### src/rtl/dds_wave_gen.sv
// Direct-digital-synthesis oscillator: phase accumulator with a glitch-free
// retune handshake, quarter-wave sine ROM and saw/square/triangle generators.
module dds_wave_gen #(
  parameter int OUT_W   = 8,
  parameter int PHASE_W = 24,
  parameter int LUT_AW  = 6
) (
  input  logic               clk,
  input  logic               rst,
  input  logic               en,
  input  logic [PHASE_W-1:0] ftw_in,
  input  logic               ftw_load,
  input  logic [1:0]         mode,
  output logic [OUT_W-1:0]   sig,
  output logic               sig_valid,
  output logic               wrap
);

  typedef enum logic [1:0] {
    MODE_SINE   = 2'd0,
    MODE_SAW    = 2'd1,
    MODE_SQUARE = 2'd2,
    MODE_TRI    = 2'd3
  } mode_t;

  localparam int             N    = (1 << LUT_AW) + 1;
  localparam int             AMP  = (1 << (OUT_W - 1)) - 1;
  localparam logic [OUT_W-1:0] MID = OUT_W'(1 << (OUT_W - 1));
  localparam logic [LUT_AW:0]  QTR = {1'b1, {LUT_AW{1'b0}}};

  // round(AMP * sin(pi/2 * x / 2^LUT_AW)) using a 2^28 fixed-point Taylor series,
  // so the table elaborates from constants without any real arithmetic.
  function automatic int quarter_sine(input int x);
    longint theta, theta2, term, sum;
    theta  = (longint'(421657428) * longint'(x)) >>> LUT_AW;
    theta2 = (theta * theta) >>> 28;
    term   = theta;
    sum    = theta;
    for (int k = 1; k <= 12; k++) begin
      term = -((term * theta2) >>> 28) / longint'((2 * k) * (2 * k + 1));
      sum  = sum + term;
    end
    return int'((longint'(AMP) * sum + (longint'(1) << 27)) >>> 28);
  endfunction

  logic [OUT_W-1:0] rom [N];
  for (genvar gx = 0; gx < N; gx++) begin : g_rom
    assign rom[gx] = OUT_W'(quarter_sine(gx));
  end

  // Stage 0: accumulator and tuning-word handshake
  logic [PHASE_W-1:0] phase, ftw_active, ftw_pending;
  logic               pend_flag, carry0, valid0;
  logic [PHASE_W:0]   sum_w;

  assign sum_w = {1'b0, phase} + {1'b0, ftw_active};

  always_ff @(posedge clk) begin
    if (rst) begin
      phase       <= '0;
      ftw_active  <= '0;
      ftw_pending <= '0;
      pend_flag   <= 1'b0;
      carry0      <= 1'b0;
      valid0      <= 1'b0;
    end else begin
      // NOTE: non-blocking throughout, so the apply test below sees the pending
      // word from before this edge and a coincident load stays pending.
      valid0 <= en;
      carry0 <= en & sum_w[PHASE_W];
      if (en) phase <= sum_w[PHASE_W-1:0];
      if (pend_flag && (ftw_active == '0 || (en && sum_w[PHASE_W]))) begin
        ftw_active <= ftw_pending;
        pend_flag  <= 1'b0;
      end
      if (ftw_load) begin
        ftw_pending <= ftw_in;
        pend_flag   <= 1'b1;
      end
    end
  end

  // Stage 1: capture the phase fields the output mappers need
  logic              s1_valid, s1_carry;
  logic [1:0]        s1_q;
  logic [LUT_AW-1:0] s1_i;
  logic [OUT_W:0]    s1_hi;
  mode_t             s1_mode;

  always_ff @(posedge clk) begin
    if (rst) s1_valid <= 1'b0;
    else     s1_valid <= valid0;
  end

  // NOTE: datapath registers carry no reset; the valid bits alone qualify them.
  always_ff @(posedge clk) begin
    if (valid0) begin
      s1_q     <= phase[PHASE_W-1 -: 2];
      s1_i     <= phase[PHASE_W-3 -: LUT_AW];
      s1_hi    <= phase[PHASE_W-1 -: OUT_W+1];
      s1_mode  <= mode_t'(mode);
      s1_carry <= carry0;
    end
  end

  logic [LUT_AW:0]  rom_addr;
  logic [OUT_W-1:0] q_val, sample_next;

  assign rom_addr = s1_q[0] ? (QTR - {1'b0, s1_i}) : {1'b0, s1_i};
  assign q_val    = rom[rom_addr];

  always_comb begin
    // NOTE: default first so no path through the case can infer a latch.
    sample_next = MID;
    unique case (s1_mode)
      MODE_SINE:   sample_next = s1_q[1] ? (MID - q_val) : (MID + q_val);
      MODE_SAW:    sample_next = s1_hi[OUT_W:1];
      MODE_SQUARE: sample_next = s1_hi[OUT_W] ? '0 : '1;
      MODE_TRI:    sample_next = s1_hi[OUT_W] ? ~s1_hi[OUT_W-1:0] : s1_hi[OUT_W-1:0];
      default:     sample_next = MID;
    endcase
  end

  // Stage 2: output register; sig holds between valid samples
  always_ff @(posedge clk) begin
    if (rst) begin
      sig       <= MID;
      sig_valid <= 1'b0;
      wrap      <= 1'b0;
    end else begin
      sig_valid <= s1_valid;
      wrap      <= s1_valid & s1_carry;
      if (s1_valid) sig <= sample_next;
    end
  end

endmodule
### config.mk
export PLATFORM = sky130hd
export DESIGN_NAME = dds_wave_gen
export DESIGN_NICKNAME = d
export VERILOG_FILES = /design/src/rtl/dds_wave_gen.sv
export SDC_FILE = /design/constraint.sdc
export NUM_CORES = 1
export LEC_CHECK = 0
export CORE_MARGIN = 2
export CORE_UTILIZATION = 40
export DETAILED_ROUTE_END_ITERATION = 16
export PLACE_DENSITY = 0.69
export SLEW_MARGIN = 20
export SYNTH_ARGS = -nofsm -noshare
export SYNTH_HDL_FRONTEND = slang
export SYNTH_SLANG_ARGS = --single-unit
### constraint.sdc
create_clock -name clk -period 10.8 [get_ports clk]
set_clock_uncertainty 0.15 [all_clocks]
set_input_delay 1.08 -clock clk [delete_from_list [all_inputs] [get_ports clk]]
set_output_delay 1.08 -clock clk [all_outputs]
set_load 0.05 [all_outputs]
==> flow_summary.toml, run 1 <==
[power]
powerDensity_nw_per_um2 = 135
vdd.ir_drop.worst_uv = 140
cellLeakagePower_nw = 2.76

[floorplanning]
die_h_um = 125
fp-row-count = 44
start_util = 0.407
core_area_sq_um = 14400
ioPinCount = 40
die_w_um = 125
dieArea_sq_um = 15700

[sta]
tightest_slew_ns = 0.979
whs_ns = 0.254
timing.final.max_slew_violations = 0
relSlewSlack = 0.345
fin_crit_sh = 0.405
tns_ns = 0
post-route-min-period_ns = 4.37
rsz0062_at_grt = "no"
finalHoldViolCount = 0
max_freq_mhz = 229
final-setup-viol-count = 0

[cells_and_area]
layout-drive-gt1-share = 0.0607
layout_commonest_cell = "nor2_1"
mostFrequentLayoutCells = "nor2_1 (90), dfxtp_1 (86), mux2i_1 (57)"
fin_nets = 735
areaGrowthSynthToFinish_pct = 13.2
num_antenna_cells = 0
fillers = 1361

[logic_synthesis]
synthSimpleGateAreaFrac = 0.163
synth_nets = 718
synth.avg_cell_area_sq_um = 8.99
synth-adder-area-share = 0.0776
synth-xor-area-share = 0.0493
synth_compound_area_frac = 0.216
synthDistinctLibCells = 81
synth_top_family_by_area = "compound AO/OA/AOI/OAI gates"
seq_area_frac_synth = 0.355
synth-edff-count = 12
synthesis.instances = 653
synthMuxAreaShare = 0.101
ys.flop_type = "dfxtp_1"
ys_warn_count = 0
synthArstFlopShare = 0
syn_area_sq_um = 5870
ys_seq_elements = 98

[drt]
route.detailed.drc = 0
drt-vias-per-instance = 5.69
dr.pass1.iters = 5
routed_wl_mm = 13.1
drtIter0Drc = 397
antenna_left = 0
wire_per_inst_um = 15.2
vias = 4884

[run_status]
outcome = "finished clean"

[critical_path]
cpMostUsedCell = "ha_1"
critPathBufInv = 2
max_stage_delay_ns = 0.59
endpoint_kind = "flip-flop"
cp_top_family = "compound AO/OA/AOI/OAI gates"
crit_required_ns = 10.94
worstPathArrival_ns = 4.51
worstPathMaxFanout = 13
crit_type = "flip-flop to flip-flop"
crit_slowest_cell = "edfxtp_1"
worst_setup_path_start_kind = "flip-flop"
cp_cell_sequence = "inv_1, ha_1, nand2_1, o21ai_1, clkinv_1, ha_1, a21oi_1, o221ai_1, a311oi_2, ha_1, a41oi_1, xor2_1, a221oi_1, a21o_1"

[placement]
gp_congestion = 0.898
hpwl_mm = 9.60
io_buffers = 39

[clock_tree]
path_clk_slew_ns = 0.07
cts_tree = "built"
cts_buffers = 9
ctsResizeCount = 0
clkLatencyLatePin_ns = 0.34
ctsHoldBuffers = 0
h-tree-depth = 3
root_buffer = "clkbuf_16"
cts_buffer_depth = 2
cts_sinks = 98
postCtsSetupBuffers = 0

[global_routing]
grt_max_degree = 84
grt_overflow_total = 0
grt_pass1_vias = 4496
grt_usage = 0.166
antenna_found_initial = 0
grt_pass1_wl_mm = 21.8

[flow_run]
maxCapViolations = 0

[worst_hold_path]
min_path_type = "flip-flop to flip-flop"
-- metal layers --
metal | wire [um] | GRT usage
met2 | 5990 | 0.270
met5 | 0 | 0
met4 | 138 | 0.0379
met1 | 6390 | 0.231
met3 | 552 | 0.0312
-- per-stage QoR --
step / setup slack, ns / util / power [W] / area (sq um) / instances
after CTS: 6.51 / 0.460 / 0.000902 / 6640 / 859
final: 6.43 / 0.460 / 0.000894 / 6640 / 859
after detailed placement: 6.56 / 0.440 / 0.000583 / 6340 / 843
after global placement: 6.64 / 0.440 / 0.000580 / 6340 / 843
after global routing: 6.15 / 0.460 / 0.000937 / 6640 / 859
after floorplan: 7.25 / - / 0.000542 / 5870 / 653
-- logic make-up after synthesis --
family / count (synthesis)
AOI/OAI and AO/OA: 179
adders and majority gates: 36
buffers and inverters: 51
muxes: 58
xor gates and xnor gates: 33
DFF: 98
and+or+nand+nor: 198
-- synthesized netlist by cell type (8+ instances only) --
cell type,count,area [sq um]
ha_1,34,425
a211oi_1,11,82.6
edfxtp_1,12,360
nand2_1,34,128
inv_1,12,45.0
a21oi_1,32,160
clkbuf_1,23,86.3
nand2b_1,11,68.8
mux2i_1,57,571
xor2_1,11,96.3
xnor2_1,22,193
nand3_1,10,50.1
nor2_1,90,338
dfxtp_1,86,1720
nor3_1,10,50.1
o21ai_0,30,150
a21o_1,21,158
a31oi_1,8,50.1
nor4_1,10,62.6
-- area by class of cell --
| type | count | area [sq um] | share of cell area |
|---|---|---|---|
| clock buffers | 13 | 272 | 0.0409 |
| clock inverters | 3 | 28.8 | 0.00433 |
| inverters | 14 | 52.6 | 0.00791 |
| multi-input cells | 504 | 3560 | 0.536 |
| flip-flops and latches | 98 | 2080 | 0.313 |
| well taps | 184 | 230 | 0.0347 |
| repair buffers | 43 | 415 | 0.0625 |
-- report_power, final --
group / internal, W / switching, W / leakage, nW / total (W)
registers: 0.000387 / 0.0000189 / 0.817 / 0.000406
clock network: 0.000180 / 0.000138 / 0.147 / 0.000318
logic: 0.0000742 / 0.0000957 / 1.80 / 0.000170
-- flip-flops by register name, summed over array words and instances (netlist names) --
| name | count |
|---|---|
| sig_valid | 1 |
| s1_i | 5 |
| s1_carry | 1 |
| s1_q | 2 |
| ftw_active | 24 |
| ftw_pending | 24 |
| s1_mode | 2 |
| s1_hi | 2 |
| phase | 24 |
| wrap | 1 |
| s1_valid | 1 |
| carry0 | 1 |
| valid0 | 1 |
| pend_flag | 1 |
| sig | 8 |
-- path summary, 6_finish.rpt --
| path | startpoint | endpoint | slack [ns] | cells past startpoint |
|---|---|---|---|---|
| min | carry0 | s1_carry | 0.25 | 0 |
| min reg2reg | carry0 | s1_carry | 0.25 | 0 |
| max reg2reg | s1_i[0] | sig[4] | 6.43 | 14 |
| max | s1_i[0] | sig[4] | 6.43 | 14 |
Power figures use the tool's default switching activity.
==> run 2: changes to the inputs <==
Settings changed: PLACE_DENSITY 0.69 to 0.71.
Clock period 10.8 ns to 4 ns, I/O delays scaled along.
==> run 2 against run 1 <==
Compared with the run above: worst setup slack lost 6.2 ns; first-iteration DRC count shrank 18%; clock-buffer cell count shrank 4; via count is essentially flat; combinational power grew to 2.8 times the previous value; utilization grew 0.85 points; fmax grew 17%; wire length grew 2.0%; critical endpoint unchanged; largest cell class unchanged; largest power group unchanged; highest routed layer unchanged.
==> flow_summary.toml, run 2 (synthesis results as in run 1) <==
[cells_and_area]
areaGrowthSynthToFinish_pct = 15.3
mostFrequentLayoutCells = "nor2_1 (90), dfxtp_1 (86), mux2i_1 (57)"
layout_commonest_cell = "nor2_1"
final_area_sq_um = 6760
layout-drive-gt1-share = 0.0871
largestRegisters = "ftw_active x24, ftw_pending x24, phase x24"
fin_nets = 749
num_antenna_cells = 0

[drt]
drtIter0Drc = 327
dr.pass1.iters = 7
vias = 4881
wire_per_inst_um = 15.3
route.detailed.drc = 0
drt-vias-per-instance = 5.59
antenna_left = 0
routed_wl_mm = 13.3

[sta]
relSlewSlack = 0.506
max_freq_mhz = 267
setup_slack_ns = 0.259
tightest_slew_ns = 0.742
final-setup-viol-count = 0
rsz0062_at_grt = "no"
fin_crit_sh = 0.935
post-route-min-period_ns = 3.74
tns_ns = 0
finalHoldViolCount = 0
timing.final.max_slew_violations = 0

[critical_path]
endpoint_kind = "flip-flop"
crit_type = "flip-flop to flip-flop"
worst_setup_path_start_kind = "flip-flop"
worstPathMaxFanout = 10
cp_top_family = "compound AO/OA/AOI/OAI gates"
max_stage_delay_ns = 0.52
cp_cell_sequence = "inv_1, ha_1, or3b_4, a211oi_4, nor3_1, a2111oi_1, a311oi_2, ha_1, a41oi_1, xor2_1, a221oi_1, a21o_1"
worstPathArrival_ns = 3.88
crit_required_ns = 4.14
crit_slowest_cell = "a2111oi_1"
critPathBufInv = 1
cpMostUsedCell = "ha_1"

[global_routing]
grt_overflow_total = 0
grt_pass1_wl_mm = 22.4
grt_pass1_vias = 4626
antenna_found_initial = 0
grt_usage = 0.170
grt_max_degree = 76

[floorplanning]
die_h_um = 125
dieArea_sq_um = 15700
die_w_um = 125
core_area_sq_um = 14400
start_util = 0.407
fp-row-count = 44
ioPinCount = 40

[run_status]
outcome = "finished clean"

[power]
switching_share = 0.301
p_sw_w = 0.000735
vdd.ir_drop.worst_uv = 311
combPwrFrac = 0.198
pwr-share-clk = 0.355
cellLeakagePower_nw = 2.84
pwr-share-seq = 0.448
internal-power_w = 0.00170
finalPower_w = 0.00244
powerDensity_nw_per_um2 = 361

[placement]
dpl_cell_area_sq_um = 6430
gp_congestion = 0.905
dp_slack_ns = 0.229
io_buffers = 39
hpwl_mm = 9.88

[clock_tree]
cts_tree = "built"
cts_buffer_depth = 2
root_buffer = "clkbuf_16"
h-tree-depth = 3
clkLatencyLatePin_ns = 0.35
cts_sinks = 98
path_clk_slew_ns = 0.07
cts_buffers = 9

[worst_hold_path]
min_path_type = "primary input to flip-flop"

[flow_run]
maxCapViolations = 0
## run 2: layer usage
| metal | GRT usage | part of all wire | vias up |
|---|---|---|---|
| li1 | - | - | 2450 |
| met1 | 0.225 | 0.48 | 2290 |
| met2 | 0.277 | 0.46 | 122 |
| met3 | 0.0381 | 0.038 | 19 |
| met4 | 0.0549 | 0.019 | 0 |
| met5 | 0 | 0 | - |
## run 2: final timing paths
path	startpoint	endpoint	slack, ns	depth (start not counted)
worst max register to register	s1_i[1]	sig[4]	0.26	12
worst min-delay path	rst	sig[1]	0.21	2
worst min register to register	carry0	s1_carry	0.26	0
worst max-delay path	s1_i[1]	sig[4]	0.26	12
## run 2: what timing repair did
item / in CTS / in global routing
hold buffers: 0 / 0
endpoints found under the setup margin: 0 / 4
setup buffers: 0 / 2
gates resized for setup: 0 / 3
## run 2: stage by stage
| stage | utilization | hold slack [ns] | instances |
|---|---|---|---|
| finish | 0.469 | 0.214 | 873 |
| global route | 0.469 | 0.207 | 873 |
| CTS | 0.467 | 0.195 | 871 |
| detailed placement | 0.446 | 0.245 | 855 |
| global placement | 0.446 | 0.242 | 855 |
| floorplan | - | 0.236 | 653 |
## run 2: final cells by class
type | count | area, sq um
tap | 184 | 230
inverter | 14 | 52.6
fill | 1378 | 7660
sequential | 98 | 2080
clock inverter | 7 | 76.3
multi-input combinational | 504 | 3580
clock buffer | 9 | 225
timing repair buffer | 57 | 520
## run 2: worst register-to-register path: stages, from the launching register on
cell,delay [ns]
edfxtp_1,0.46
inv_1,0.18
ha_1,0.23
or3b_4,0.43
a211oi_4,0.46
nor3_1,0.12
a2111oi_1,0.52
a311oi_2,0.13
ha_1,0.30
a41oi_1,0.19
xor2_1,0.10
a221oi_1,0.31
a21o_1,0.12
## run 2: power groups by stage
stage          clock network [W]  registers [W]  logic, W
6_report                0.000866        0.00109  0.000482
5_1_grt                 0.000936        0.00110  0.000529
4_1_cts                 0.000890        0.00109  0.000474
3_5_place_dp                   0        0.00111  0.000473
3_3_place_gp                   0        0.00111  0.000465
2_1_floorplan                  0        0.00111  0.000354
==> run 3: changes to the inputs <==
Settings changed: CORE_MARGIN 2 to not set.
==> run 3 against run 2 <==
Compared with the run above: wire length decreased by 1.3%; global-route usage increased by 0.88 points; fmax increased by 1.0%; register-to-register slack improved by 0.04 ns; largest power group unchanged.
==> flow_summary.toml, run 3 (synthesis results as in run 1) <==
[clock_tree]
clkLatencyLatePin_ns = 0.35
postCtsSetupBuffers = 0
cts_tree = "built"
cts_sinks = 98
h-tree-depth = 3
root_buffer = "clkbuf_16"
path_clk_slew_ns = 0.07
cts_buffers = 9
cts_buffer_depth = 2

[power]
powerDensity_nw_per_um2 = 370
cellLeakagePower_nw = 2.83
vdd.ir_drop.worst_uv = 315

[drt]
dr.pass1.iters = 4
routed_wl_mm = 13.2
wire_per_inst_um = 15.2
route.detailed.drc = 0
drt-vias-per-instance = 5.62
vias = 4864
antenna_left = 0
drtIter0Drc = 323

[global_routing]
grt_usage = 0.179
grt_pass1_vias = 4535
grt_overflow_total = 0
grt_pass1_wl_mm = 21.7
grt_max_degree = 81
antenna_found_initial = 0

[floorplanning]
die_w_um = 123
die_h_um = 123
ioPinCount = 40
dieArea_sq_um = 15200
fp-row-count = 43
start_util = 0.416
core_area_sq_um = 14100

[cells_and_area]
multi_input_area_sq_um = 3580
areaGrowthSynthToFinish_pct = 15.1
mostFrequentLayoutCells = "nor2_1 (90), dfxtp_1 (86), mux2i_1 (57)"
largestRegisters = "ftw_active x24, ftw_pending x24, phase x24"
layout-drive-gt1-share = 0.0832
num_antenna_cells = 0
layout_commonest_cell = "nor2_1"
fillers = 1323
fin_nets = 745
regArea_sq_um = 2080

[critical_path]
crit_required_ns = 4.14
worstPathMaxFanout = 8
endpoint_kind = "flip-flop"
crit_type = "flip-flop to flip-flop"
worstPathArrival_ns = 3.85
worst_setup_path_start_kind = "flip-flop"

[sta]
max_freq_mhz = 270
fin_crit_sh = 0.926
setup_slack_ns = 0.298
whs_ns = 0.210
post-route-min-period_ns = 3.70
timing.final.max_slew_violations = 0
tightest_slew_ns = 0.820
final-setup-viol-count = 0
relSlewSlack = 0.453
finalHoldViolCount = 0

[flow_run]
maxCapViolations = 0

[placement]
dp_slack_ns = 0.199
gp_congestion = 0.863
hpwl_mm = 9.61
io_buffers = 39

[worst_hold_path]
min_path_type = "primary input to flip-flop"

[run_status]
outcome = "finished clean"
## run 3: timing repair
| action | in CTS | in global routing |
|---|---|---|
| hold endpoints to repair | 0 | 0 |
| setup endpoints to repair | 0 | 4 |
| resized for setup | 0 | 4 |
| hold buffers | 0 | 0 |
## run 3: routing by layer
layer / share of wire / GRT usage / vias to the layer above
met5: 0 / 0 / -
met4: 0.013 / 0.0535 / 0
met3: 0.037 / 0.0364 / 15
met2: 0.45 / 0.296 / 97
met1: 0.50 / 0.234 / 2304
li1: - / - / 2448
## run 3: final cells by class
type | count | area share
Clock buffer | 10 | 0.0370
Timing Repair Buffer | 53 | 0.0726
Clock inverter | 6 | 0.0117
Sequential cell | 98 | 0.308
Multi-Input combinational cell | 504 | 0.529
Tap cell | 180 | 0.0333
Inverter | 14 | 0.00778
## run 3: through the flow
step / TNS [ns] / util / cells / power (W) / cell area, sq um
after global routing: -0.0682 / 0.479 / 865 / 0.00261 / 6760
after floorplan: 0 / - / 653 / 0.00146 / 5870
after CTS: 0 / 0.478 / 865 / 0.00252 / 6740
final: 0 / 0.479 / 865 / 0.00250 / 6760
after global placement: 0 / 0.455 / 849 / 0.00158 / 6410
after detailed placement: 0 / 0.455 / 849 / 0.00159 / 6410
## run 3: power breakdown
group          total, W  internal [W]  switching (W)  leakage, nW
registers       0.00110       0.00105      0.0000495        0.817
clock network  0.000926      0.000534       0.000392        0.162
logic          0.000477      0.000212       0.000265         1.85
## run 3: final timing paths
kind           start  slack (ns)  cells past startpoint        end
min              rst        0.21                      2  sig_valid
min reg2reg   carry0        0.26                      0   s1_carry
max          s1_i[0]        0.30                     14     sig[4]
max reg2reg  s1_i[0]        0.30                     14     sig[4]
## run 3: critical path: stages, from the launching register on
cell,delay (ns)
edfxtp_1,0.38
inv_1,0.23
ha_1,0.30
nand2_1,0.06
o21ai_1,0.24
ha_2,0.50
nand2_1,0.09
a311oi_2,0.36
a211oi_1,0.11
o2bb2ai_2,0.31
ha_1,0.26
a41oi_1,0.13
xor2_1,0.17
a221oi_1,0.25
a21o_1,0.11
